File: config.mk
export PLATFORM = sky130hd
export DESIGN_NAME = mult_div_unit
export DESIGN_NICKNAME = d
export VERILOG_FILES = /design/src/rtl/mult_div_unit.sv
export SDC_FILE = /design/constraint.sdc
export NUM_CORES = 1
export LEC_CHECK = 0
export CORE_MARGIN = 2
export CORE_UTILIZATION = 39
export DETAILED_ROUTE_END_ITERATION = 16
export GPL_ROUTABILITY_DRIVEN = 0
export HOLD_SLACK_MARGIN = 0.05
export SLEW_MARGIN = 20
export SYNTH_ARGS = -nofsm -noshare
export SYNTH_HDL_FRONTEND = slang
export SYNTH_SLANG_ARGS = --single-unit
File: constraint.sdc
create_clock -name clock -period 5.25 [get_ports clock]
set_input_delay 0.525 -clock clock [delete_from_list [all_inputs] [get_ports clock]]
set_output_delay 0.525 -clock clock [all_outputs]
set_load 0.1 [all_outputs]
File: src/rtl/mult_div_unit.sv
// Iterative signed multiply/divide unit for the multicycle datapath.
// MULT uses radix-2 Booth recoding; DIV uses restoring division on operand
// magnitudes with a sign fix-up on the way out. One step per clock, WIDTH steps.
module mult_div_unit #(
  parameter int WIDTH = 32
) (
  input  logic             clock,
  input  logic             reset,
  input  logic             start,
  input  logic             op,
  input  logic [WIDTH-1:0] a_in,
  input  logic [WIDTH-1:0] b_in,
  output logic [WIDTH-1:0] hi_out,
  output logic [WIDTH-1:0] lo_out,
  output logic             busy,
  output logic             done,
  output logic             div_by_zero
);

  localparam int CW = $clog2(WIDTH + 1);

  typedef enum logic [1:0] {IDLE, RUN, FINISH} state_t;

  state_t           state_q;
  logic             op_q;          // 0 = MULT, 1 = DIV
  logic             a_neg_q;
  logic             b_neg_q;
  logic             zero_q;        // DIV with a zero divisor
  logic [WIDTH-1:0] opb_q;         // MULT: multiplicand; DIV: divisor magnitude
  logic [WIDTH:0]   hi_acc_q;      // MULT: Booth upper half (one guard bit); DIV: partial remainder
  logic [WIDTH-1:0] lo_acc_q;      // MULT: multiplier / product low; DIV: dividend / quotient
  logic             lsb_q;         // Booth q[-1]
  logic [CW-1:0]    count_q;
  logic [WIDTH-1:0] hi_out_q;
  logic [WIDTH-1:0] lo_out_q;
  logic             busy_q;
  logic             done_q;
  logic             dbz_q;

  logic [WIDTH:0]   hi_acc_d;
  logic [WIDTH-1:0] lo_acc_d;
  logic             lsb_d;
  logic [WIDTH:0]   booth_sum;
  logic [WIDTH:0]   rem_sh;
  logic [WIDTH+1:0] trial;

  logic [WIDTH-1:0] a_mag;
  logic [WIDTH-1:0] b_mag;

  // INT_MIN maps onto itself, which reads correctly as an unsigned magnitude.
  assign a_mag = a_in[WIDTH-1] ? -a_in : a_in;
  assign b_mag = b_in[WIDTH-1] ? -b_in : b_in;

  // One iteration step of whichever operation is in flight.
  always_comb begin
    // NOTE: every combinational output gets a default first so no path leaves it unassigned (no latch).
    hi_acc_d  = hi_acc_q;
    lo_acc_d  = lo_acc_q;
    lsb_d     = lsb_q;
    booth_sum = hi_acc_q;
    rem_sh    = '0;
    trial     = '0;
    if (!op_q) begin
      // Guard bit keeps the add/sub exact even for a multiplicand of INT_MIN.
      case ({lo_acc_q[0], lsb_q})
        2'b01:   booth_sum = hi_acc_q + {opb_q[WIDTH-1], opb_q};
        2'b10:   booth_sum = hi_acc_q - {opb_q[WIDTH-1], opb_q};
        default: booth_sum = hi_acc_q;
      endcase
      hi_acc_d = {booth_sum[WIDTH], booth_sum[WIDTH:1]};
      lo_acc_d = {booth_sum[0], lo_acc_q[WIDTH-1:1]};
      lsb_d    = lo_acc_q[0];
    end else begin
      rem_sh   = {hi_acc_q[WIDTH-1:0], lo_acc_q[WIDTH-1]};
      trial    = {1'b0, rem_sh} - {2'b00, opb_q};
      hi_acc_d = trial[WIDTH+1] ? rem_sh : trial[WIDTH:0];
      lo_acc_d = {lo_acc_q[WIDTH-2:0], ~trial[WIDTH+1]};
    end
  end

  // Control FSM with registered outputs and the iteration datapath registers.
  always_ff @(posedge clock) begin
    // NOTE: reset is synchronous, so it sits inside the clocked branch rather than the sensitivity list.
    if (!reset) begin
      state_q  <= IDLE;
      op_q     <= 1'b0;
      a_neg_q  <= 1'b0;
      b_neg_q  <= 1'b0;
      zero_q   <= 1'b0;
      opb_q    <= '0;
      hi_acc_q <= '0;
      lo_acc_q <= '0;
      lsb_q    <= 1'b0;
      count_q  <= '0;
      hi_out_q <= '0;
      lo_out_q <= '0;
      busy_q   <= 1'b0;
      done_q   <= 1'b0;
      dbz_q    <= 1'b0;
    end else begin
      // NOTE: state registers use non-blocking assignments so every read sees the pre-edge value.
      done_q <= 1'b0;
      dbz_q  <= 1'b0;
      case (state_q)
        IDLE: begin
          // A start coinciding with the done pulse is dropped.
          if (start && !done_q) begin
            op_q     <= op;
            a_neg_q  <= a_in[WIDTH-1];
            b_neg_q  <= b_in[WIDTH-1];
            hi_acc_q <= '0;
            lsb_q    <= 1'b0;
            count_q  <= CW'(WIDTH);
            busy_q   <= 1'b1;
            if (op) begin
              opb_q    <= b_mag;
              lo_acc_q <= a_mag;
            end else begin
              opb_q    <= a_in;
              lo_acc_q <= b_in;
            end
            if (op && (b_in == '0)) begin
              zero_q  <= 1'b1;
              state_q <= FINISH;
            end else begin
              zero_q  <= 1'b0;
              state_q <= RUN;
            end
          end
        end
        RUN: begin
          hi_acc_q <= hi_acc_d;
          lo_acc_q <= lo_acc_d;
          lsb_q    <= lsb_d;
          count_q  <= count_q - CW'(1);
          if (count_q == CW'(1)) state_q <= FINISH;
        end
        FINISH: begin
          done_q  <= 1'b1;
          dbz_q   <= zero_q;
          busy_q  <= 1'b0;
          state_q <= IDLE;
          if (!zero_q) begin
            if (op_q) begin
              lo_out_q <= (a_neg_q ^ b_neg_q) ? -lo_acc_q : lo_acc_q;
              hi_out_q <= a_neg_q ? -hi_acc_q[WIDTH-1:0] : hi_acc_q[WIDTH-1:0];
            end else begin
              lo_out_q <= lo_acc_q;
              hi_out_q <= hi_acc_q[WIDTH-1:0];
            end
          end
        end
        default: state_q <= IDLE;
      endcase
    end
  end

  assign hi_out      = hi_out_q;
  assign lo_out      = lo_out_q;
  assign busy        = busy_q;
  assign done        = done_q;
  assign div_by_zero = dbz_q;

endmodule

==> results of run 1 <==
[power groups by stage]
stage	Combinational (mW)	Clock, mW	Sequential (mW)
floorplan	1.34	0	1.55
global placement	1.79	0	1.57
detailed placement	1.81	0	1.57
CTS	1.82	1.37	1.54
global route	2.03	1.42	1.56
finish	1.84	1.35	1.55
[worst paths after layout]
kind	start	endpoint	slack (ps)	depth (start not counted)
worst max-delay path	opb_q[1]	hi_acc_q[32]	510	18
worst min-delay path	hi_out[19]	hi_out[19]	450	2
worst max register to register	opb_q[1]	hi_acc_q[32]	510	18
worst min register to register	hi_out[19]	hi_out[19]	450	2
[Yosys cell counts, types with 29 or more instances]
cell type,instances
a21oi_1,206
xor2_1,98
o21ai_0,141
nand2_1,196
nand2b_1,29
clkbuf_1,126
o211ai_1,37
nor3_1,58
ha_1,72
inv_1,63
xnor2_1,90
dfxtp_1,177
nand3_1,33
a211oi_1,70
nor2_1,258
mux2_2,33
[metrics by stage]
step	hold slack, ps	setup slack, ps	power [mW]
2_1_floorplan	444.5	1150	2.890
3_3_place_gp	441.2	770.1	3.361
3_5_place_dp	444.6	599.9	3.381
4_1_cts	455.0	543.6	4.739
5_1_grt	464.5	103.6	5.011
6_report	451.9	511.1	4.734
[state kept, by name (all words and copies together), names as in the netlist]
signal	cells
op_q	1
zero_q	1
a_neg_q	1
lo_out	32
busy	1
count_q	6
b_neg_q	1
div_by_zero	1
state_q	2
opb_q	32
hi_acc_q	33
lsb_q	1
lo_acc_q	32
hi_out	32
done	1
[cell families after synthesis]
kind of cell	count (synthesis)	synth area share [%]
multiplexers	50	3.635
AO/OA/AOI/OAI	649	27.87
flip-flops	177	23.77
XOR/XNOR	188	11.05
buffers and inverters	206	5.272
adder cells (fa/ha/maj)	74	6.313
AND/OR/NAND/NOR	710	22.09
[cell type report]
cell class,instances,area [µm²]
sequential,177,3545
timing repair buffer,162,1562
inverter,63,239.0
multi-input combinational,1671,10600
fill,3863,20490
clock buffer,17,425.4
clock inverter,15,173.9
tap,511,639.4
[layer usage]
| layer | vias to the layer above | wire (µm) |
|---|---|---|
| met5 | - | 0 |
| met4 | 0 | 1206 |
| met3 | 65 | 2944 |
| met2 | 504 | 21570 |
| met1 | 7193 | 23210 |
| li1 | 7498 | - |
[worst min-delay path, stage by stage, from the launching register on]
cell     delay [ps]
dfxtp_1         310
nand2_1          50
a21oi_1          50
==> results.json, run 1 <==
{
  "status": "complete, no violations",
  "drt-initial-drc-count": 1188,
  "cp_max_fo": 6,
  "skew_ps": 10.91,
  "maxSlewHeadroom_pct": 23.45,
  "yosys_warnings": 0,
  "seq_power_share_pct": 32.7,
  "ys_async_sr_fraction_pct": 0,
  "path_cells": "inv_1, ha_1, nor4b_1, nand2_1, nor3_2, and3_1, a31oi_1, xnor2_1, ha_1, nand4_1, nor2_1, and2_1, a211o_1, or4_1, a41o_1, nor4_2, a21oi_1, a31oi_1",
  "fin_cells": 2616,
  "layout-drive-gt1-share_pct": 5.986,
  "worst_slew_pin_slew_ps": 1147,
  "die_w_um": 199.5,
  "crit_slowest_cell": "nor4b_1",
  "worstHoldPathType": "reg2reg",
  "synth-edff-count": 0,
  "synth_top_area_share_pct": 23.77,
  "rsz0062_at_grt": "no",
  "final_common_cell": "nor2_1",
  "antenna_found_initial": 1,
  "first_global_vias": 14210,
  "clock_path_buffers": 2,
  "post-route-util_pct": 45.61,
  "cts.sinks": 177,
  "period_share_pct": 90.26,
  "fin_area_um2": 17180,
  "cp.arrival_ps": 5120,
  "routed_wirelength_mm": 48.93,
  "antenna-diode-count": 0,
  "start_kind": "register",
  "hold_viol_final": 0,
  "leakagePower_nw": 6.382,
  "power_frac_clock_pct": 28.4,
  "avgRoutedWirePerCell_um": 18.71,
  "hpwl_mm": 36.61,
  "nNetsFinal": 2234,
  "core_um2": 37670,
  "place_inst": 2584,
  "grt_pass1_wl_mm": 76.87,
  "place.port_buffers": 134,
  "grt_use_met1_pct": 34.62,
  "cts_root_buf": "clkbuf_16",
  "drtPass1Iterations": 6,
  "drc": 0,
  "synth_nets": 2196,
  "drv_slew": 0,
  "layout_min_cycle_time_ps": 4739,
  "endpoint_kind": "register",
  "p_per_area_nw_per_um2": 275.5,
  "use_met2_pct": 37.98,
  "setup_viol": 0,
  "syn_avg_cell_area_um2": 7.256,
  "power_frac_comb_pct": 38.9,
  "rows": 71,
  "seq_area_frac_synth_pct": 23.77,
  "postPlaceCellArea_um2": 16580,
  "hold_buffers": 0,
  "synth_top_cell_by_area": "dfxtp_1",
  "ys.flop_type": "dfxtp_1",
  "synth_cells": 2054,
  "peakVddDrop_v": 0.0002669,
  "p_sw_mw": 1.869,
  "critPathTopFamily": "simple AND/OR/NAND/NOR gates",
  "initial_core_util_pct": 39.57,
  "path_clk_slew_ps": 70,
  "p_int_mw": 2.865,
  "worst_ep_required_time_ps": 5630,
  "area_growth_pct": 15.27,
  "io_pins": 135,
  "drv_cap": 0,
  "track_usage_pct": 24.48,
  "mostFrequentLayoutCells": "255 x nor2_1, 206 x a21oi_1, 196 x nand2_1",
  "die_area_um2": 39800,
  "cpPeakStageDelay_ps": 660,
  "globalRouteMet3Util_pct": 3.764,
  "cts_htree_levels": 4,
  "switching_share_pct": 39.47,
  "fmax_ghz": 0.2110,
  "final_antenna_net_count": 0,
  "synth_seq_cells": 177,
  "cts_made_buffers": 17,
  "overflow": 0,
  "synth_area_leaders": "dfxtp_1 24%, a21oi_1 6.9%, nor2_1 6.5%",
  "setup-tns-final_ps": 0,
  "vias_per_cell": 5.833,
  "setup.worst_path.class": "reg2reg",
  "dieHeight_um": 199.5,
  "grt_max_degree": 97,
  "cts_tree": "yes",
  "syn-cell-area_um2": 14900,
  "clock_latency_ps": 460,
  "path_buf_inv": 1,
  "yosysUniqueCellTypes": 71,
  "post_cts_buffers": 0,
  "cts.repair.resized": 0,
  "vias": 15260,
  "grt.busiest_layer": "met2"
}
Power figures use the tool's default switching activity.
==> inputs of run 2 (changes only) <==
--- a/config.mk
+++ b/config.mk
@@ -8,7 +8,6 @@
 export CORE_MARGIN = 2
 export CORE_UTILIZATION = 39
 export DETAILED_ROUTE_END_ITERATION = 16
-export GPL_ROUTABILITY_DRIVEN = 0
 export HOLD_SLACK_MARGIN = 0.05
 export SLEW_MARGIN = 20
 export SYNTH_ARGS = -nofsm -noshare
==> results.json, run 2 (same netlist as run 1, synthesis figures left out) <==
{
  "cts_tree": "yes",
  "place_congestion": 0.9072,
  "hold_buffers": 0,
  "drv_slew": 0,
  "mostFrequentLayoutCells": "255 x nor2_1, 206 x a21oi_1, 196 x nand2_1",
  "die_area_um2": 39800,
  "fin_cells": 2620,
  "place.port_buffers": 134,
  "hpwl_mm": 38.12,
  "cts_root_buf": "clkbuf_16",
  "vias_per_cell": 5.788,
  "dp_slack_ps": 513.9,
  "start_kind": "register",
  "p_per_area_nw_per_um2": 284.0,
  "routed_wirelength_mm": 50.83,
  "power_frac_clock_pct": 30.6,
  "layout_min_cycle_time_ps": 4609,
  "avgRoutedWirePerCell_um": 19.40,
  "initial_core_util_pct": 39.57,
  "dieHeight_um": 199.5,
  "p_int_mw": 3.043,
  "hold_viol_final": 0,
  "postPlaceCellArea_um2": 16590,
  "clock_path_buffers": 2,
  "antenna-diode-count": 0,
  "worst_ep_required_time_ps": 5600,
  "cp.arrival_ps": 4960,
  "r2r_cells": 19,
  "regMostFlops": "hi_acc_q",
  "path_cells": "inv_1, nand3_1, nor3_1, and2_1, nor3b_1, buf_4, and3_1, a21oi_1, xnor2_1, ha_1, a21o_1, a21o_1, a21o_1, a211o_1, or4_1, a41o_1, xnor2_1, o21ai_0, o21ai_0",
  "drtPass1Iterations": 6,
  "period_share_pct": 87.79,
  "rr_endpoint": "hi_acc_q[31]",
  "fmax_ghz": 0.2170,
  "maxSlewHeadroom_pct": 25.43,
  "cp_common_cell": "a21o_1",
  "area_growth_pct": 15.94,
  "cts.sinks": 177,
  "place_inst": 2587,
  "p_sw_mw": 1.864,
  "antenna_found_initial": 1,
  "cp_max_fo": 8,
  "first_global_vias": 14110,
  "cpPeakStageDelay_ps": 410,
  "path_clk_slew_ps": 80,
  "nNetsFinal": 2238,
  "register_area_um2": 3545,
  "die_w_um": 199.5,
  "grt_max_degree": 90,
  "drt-initial-drc-count": 1345,
  "switching_share_pct": 37.99,
  "seq_power_share_pct": 31.5,
  "setup_viol": 0,
  "clock_latency_ps": 460,
  "core_um2": 37670,
  "worst_slew_pin_slew_ps": 1117,
  "cts_made_buffers": 17,
  "layout-drive-gt1-share_pct": 6.164,
  "setup.worst_path.class": "reg2reg",
  "crit_path_end": "hi_acc_q[31]",
  "grt_pass1_wl_mm": 79.62,
  "leakagePower_nw": 6.446,
  "r2r_start": "opb_q[2]",
  "setup_ws_ps": 641.2,
  "setup-tns-final_ps": 0,
  "final_antenna_net_count": 0,
  "overflow": 0,
  "crit_slowest_cell": "or4_1",
  "drc": 0,
  "final_common_cell": "nor2_1",
  "skew_ps": 14.85,
  "io_pins": 135,
  "rows": 71,
  "largest_reg_flops": 33,
  "cts_htree_levels": 4,
  "worstHoldPathType": "reg2reg",
  "power_frac_comb_pct": 37.8,
  "final.fill_count": 3889,
  "fin_area_um2": 17280,
  "setup.worst_path.start": "opb_q[2]",
  "endpoint_kind": "register",
  "multi_input_area_um2": 10600,
  "drv_cap": 0,
  "track_usage_pct": 25.52,
  "status": "complete, no violations",
  "r2r_slack_ps": 640,
  "hold-worst-slack_ps": 452.3,
  "rsz0062_at_grt": "no",
  "vias": 15160,
  "peakVddDrop_v": 0.0002586
}
[run 2: cell type report]
class                   count  share of cell area [%]
multi-input cells        1671                   61.34
flip-flops and latches    177                   20.51
repair buffers            166                   9.181
well taps                 511                   3.700
clock buffers              22                   2.744
inverters                  63                   1.383
clock inverters            10                   1.137
[run 2: critical path, delay by kind of cell (launching register included)]
kind,cells,cell delay (ps)
and+or+nand+nor,6,1690
adders and majority gates,1,390
DFF,1,350
AOI/OAI and AO/OA,8,1510
buffers and inverters,2,300
xor gates and xnor gates,2,270
[run 2: metal layers]
metal | up-vias | global-route usage (%) | routed length, µm
met4 | 0 | 5.679 | 786
li1 | 7511 | - | -
met1 | 7181 | 36.55 | 24240
met3 | 39 | 2.852 | 2620
met5 | - | 0 | 0
met2 | 433 | 40.97 | 23190
[run 2: power by group through the flow]
| stage | clock network, mW | logic (mW) | registers (mW) |
|---|---|---|---|
| 6_report | 1.50 | 1.86 | 1.55 |
| 5_1_grt | 1.58 | 2.05 | 1.56 |
| 4_1_cts | 1.53 | 1.84 | 1.54 |
| 3_5_place_dp | 0 | 1.83 | 1.57 |
| 3_3_place_gp | 0 | 1.82 | 1.57 |
| 2_1_floorplan | 0 | 1.34 | 1.55 |
[run 2: worst min-delay path by stage]
stage / start / to / slack [ps] / cells after the start
2_1_floorplan: count_q[5] / count_q[5] / 440 / 1
3_3_place_gp: hi_out[30] / hi_out[30] / 440 / 2
4_1_cts: hi_out[23] / hi_out[23] / 460 / 2
5_1_grt: lo_out[28] / lo_out[28] / 480 / 2
6_report: hi_out[19] / hi_out[19] / 450 / 2
3_5_place_dp: lo_out[23] / lo_out[23] / 450 / 2
[run 2: what timing repair did]
action,4_1_cts,5_1_grt
resized for setup,0,1
buffers inserted,0,0
setup endpoints to repair,0,1
[run 2: through the flow]
stage	util, %	power (mW)
final	45.88	4.907
after CTS	45.82	4.910
after global routing	45.88	5.183
after floorplan	-	2.890
after global placement	44.04	3.388
after detailed placement	44.04	3.400
==> inputs of run 3 (changes only) <==
--- a/config.mk
+++ b/config.mk
@@ -5,7 +5,7 @@
 export SDC_FILE = /design/constraint.sdc
 export NUM_CORES = 1
 export LEC_CHECK = 0
-export CORE_MARGIN = 2
+export CORE_ASPECT_RATIO = 1.5
 export CORE_UTILIZATION = 39
 export DETAILED_ROUTE_END_ITERATION = 16
 export HOLD_SLACK_MARGIN = 0.05
==> results.json, run 3 (same netlist as run 1, synthesis figures left out) <==
{
  "rows": 87,
  "drc": 0,
  "layout_min_cycle_time_ps": 4772,
  "critPathTopFamily": "simple AND/OR/NAND/NOR gates",
  "rsz0062_at_grt": "no",
  "drv_slew": 0,
  "cts_root_buf": "clkbuf_16",
  "grt_max_degree": 84,
  "worst_ep_required_time_ps": 5590,
  "initial_core_util_pct": 39.57,
  "final_antenna_net_count": 0,
  "path_cells": "inv_1, nand3_1, nor3_1, and2_1, nor3b_1, and3_1, a21oi_1, xnor2_1, ha_1, a21o_1, a21o_1, a21o_1, a211o_1, or4_1, a41o_1, xnor2_1, o21ai_0, o21ai_0",
  "dieHeight_um": 241.4,
  "crit_slowest_cell": "nor3b_1",
  "cts_made_buffers": 17,
  "overflow": 0,
  "endpoint_kind": "register",
  "vias_per_cell": 5.990,
  "power.total_mw": 4.797,
  "cp_max_fo": 8,
  "area_growth_pct": 15.61,
  "drv_cap": 0,
  "setup-tns-final_ps": 0,
  "die_w_um": 161.6,
  "nNetsFinal": 2246,
  "hold_buffers": 0,
  "cts.sinks": 177,
  "drt-initial-drc-count": 1142,
  "setup.worst_path.class": "reg2reg",
  "globalRouteMet3Util_pct": 3.338,
  "fin_cells": 2606,
  "grt.busiest_layer": "met2",
  "peakVddDrop_v": 0.0001677,
  "cts_tree": "yes",
  "avgRoutedWirePerCell_um": 21.36,
  "cp_common_cell": "a21o_1",
  "status": "complete, no violations",
  "place.port_buffers": 134,
  "path_clk_slew_ps": 70,
  "io_pins": 135,
  "core_um2": 37660,
  "worst_slew_pin_slew_ps": 1119,
  "clock_latency_ps": 460,
  "place_inst": 2574,
  "final_common_cell": "nor2_1",
  "use_met2_pct": 52.40,
  "layout-drive-gt1-share_pct": 6.613,
  "grt_use_met1_pct": 28.33,
  "cp.arrival_ps": 5110,
  "hold-worst-slack_ps": 453.3,
  "largest_reg_flops": 33,
  "vias": 15610,
  "post-route-util_pct": 45.75,
  "path_buf_inv": 1,
  "hpwl_mm": 42.75,
  "routed_wirelength_mm": 55.66,
  "first_global_vias": 15170,
  "period_share_pct": 90.90,
  "cts.repair.resized": 0,
  "leakagePower_nw": 6.457,
  "antenna_found_initial": 0,
  "worstHoldPathType": "reg2reg",
  "regMostFlops": "hi_acc_q",
  "post_cts_buffers": 0,
  "cpPeakStageDelay_ps": 580,
  "drtPass1Iterations": 6,
  "start_kind": "register",
  "fmax_ghz": 0.2095,
  "hold_viol_final": 0,
  "mostFrequentLayoutCells": "255 x nor2_1, 206 x a21oi_1, 196 x nand2_1",
  "antenna-diode-count": 0,
  "maxSlewHeadroom_pct": 25.14,
  "skew_ps": 14.18,
  "die_area_um2": 39020,
  "track_usage_pct": 28.35,
  "clock_path_buffers": 2,
  "place_congestion": 1.009,
  "cts_htree_levels": 4,
  "grt_pass1_wl_mm": 84.39,
  "setup_viol": 0,
  "p_per_area_nw_per_um2": 278.4
}
run 3: metrics by stage:
step           setup slack, ps  cell area (µm²)
2_1_floorplan             1150            14900
3_3_place_gp             481.1            16640
3_5_place_dp             491.0            16640
4_1_cts                  469.9            17240
5_1_grt                  154.9            17230
6_report                 477.8            17230
run 3: area by class of cell:
type	count	area [µm²]
fill	3944	20430
multi-input combinational	1671	10600
sequential	177	3545
timing repair buffer	174	1647
tap	489	611.8
clock buffer	17	425.4
inverter	63	239.0
clock inverter	15	167.7
run 3: power breakdown:
part / internal, mW / total [mW] / switching (mW)
Clock: 0.677 / 1.32 / 0.639
Combinational: 0.732 / 1.95 / 1.21
Sequential: 1.41 / 1.54 / 0.120
run 3: path summary, 6_finish.rpt:
kind / cells past startpoint / slack [ps] / to / start
max: 18 / 480 / hi_acc_q[31] / opb_q[2]
min: 2 / 450 / lo_out[21] / lo_out[21]
max reg2reg: 18 / 480 / hi_acc_q[31] / opb_q[2]
min reg2reg: 2 / 450 / lo_out[21] / lo_out[21]
run 3: metal layers:
layer	wire, µm	vias up
li1	-	7520
met1	20080	7409
met2	28650	485
met3	2057	197
met4	4875	0
met5	0	-
run 3: tightest hold or removal path: stages (launching register included):
cell and delay (ps):
dfxtp_1 310, nand2_1 50, a21oi_1 50
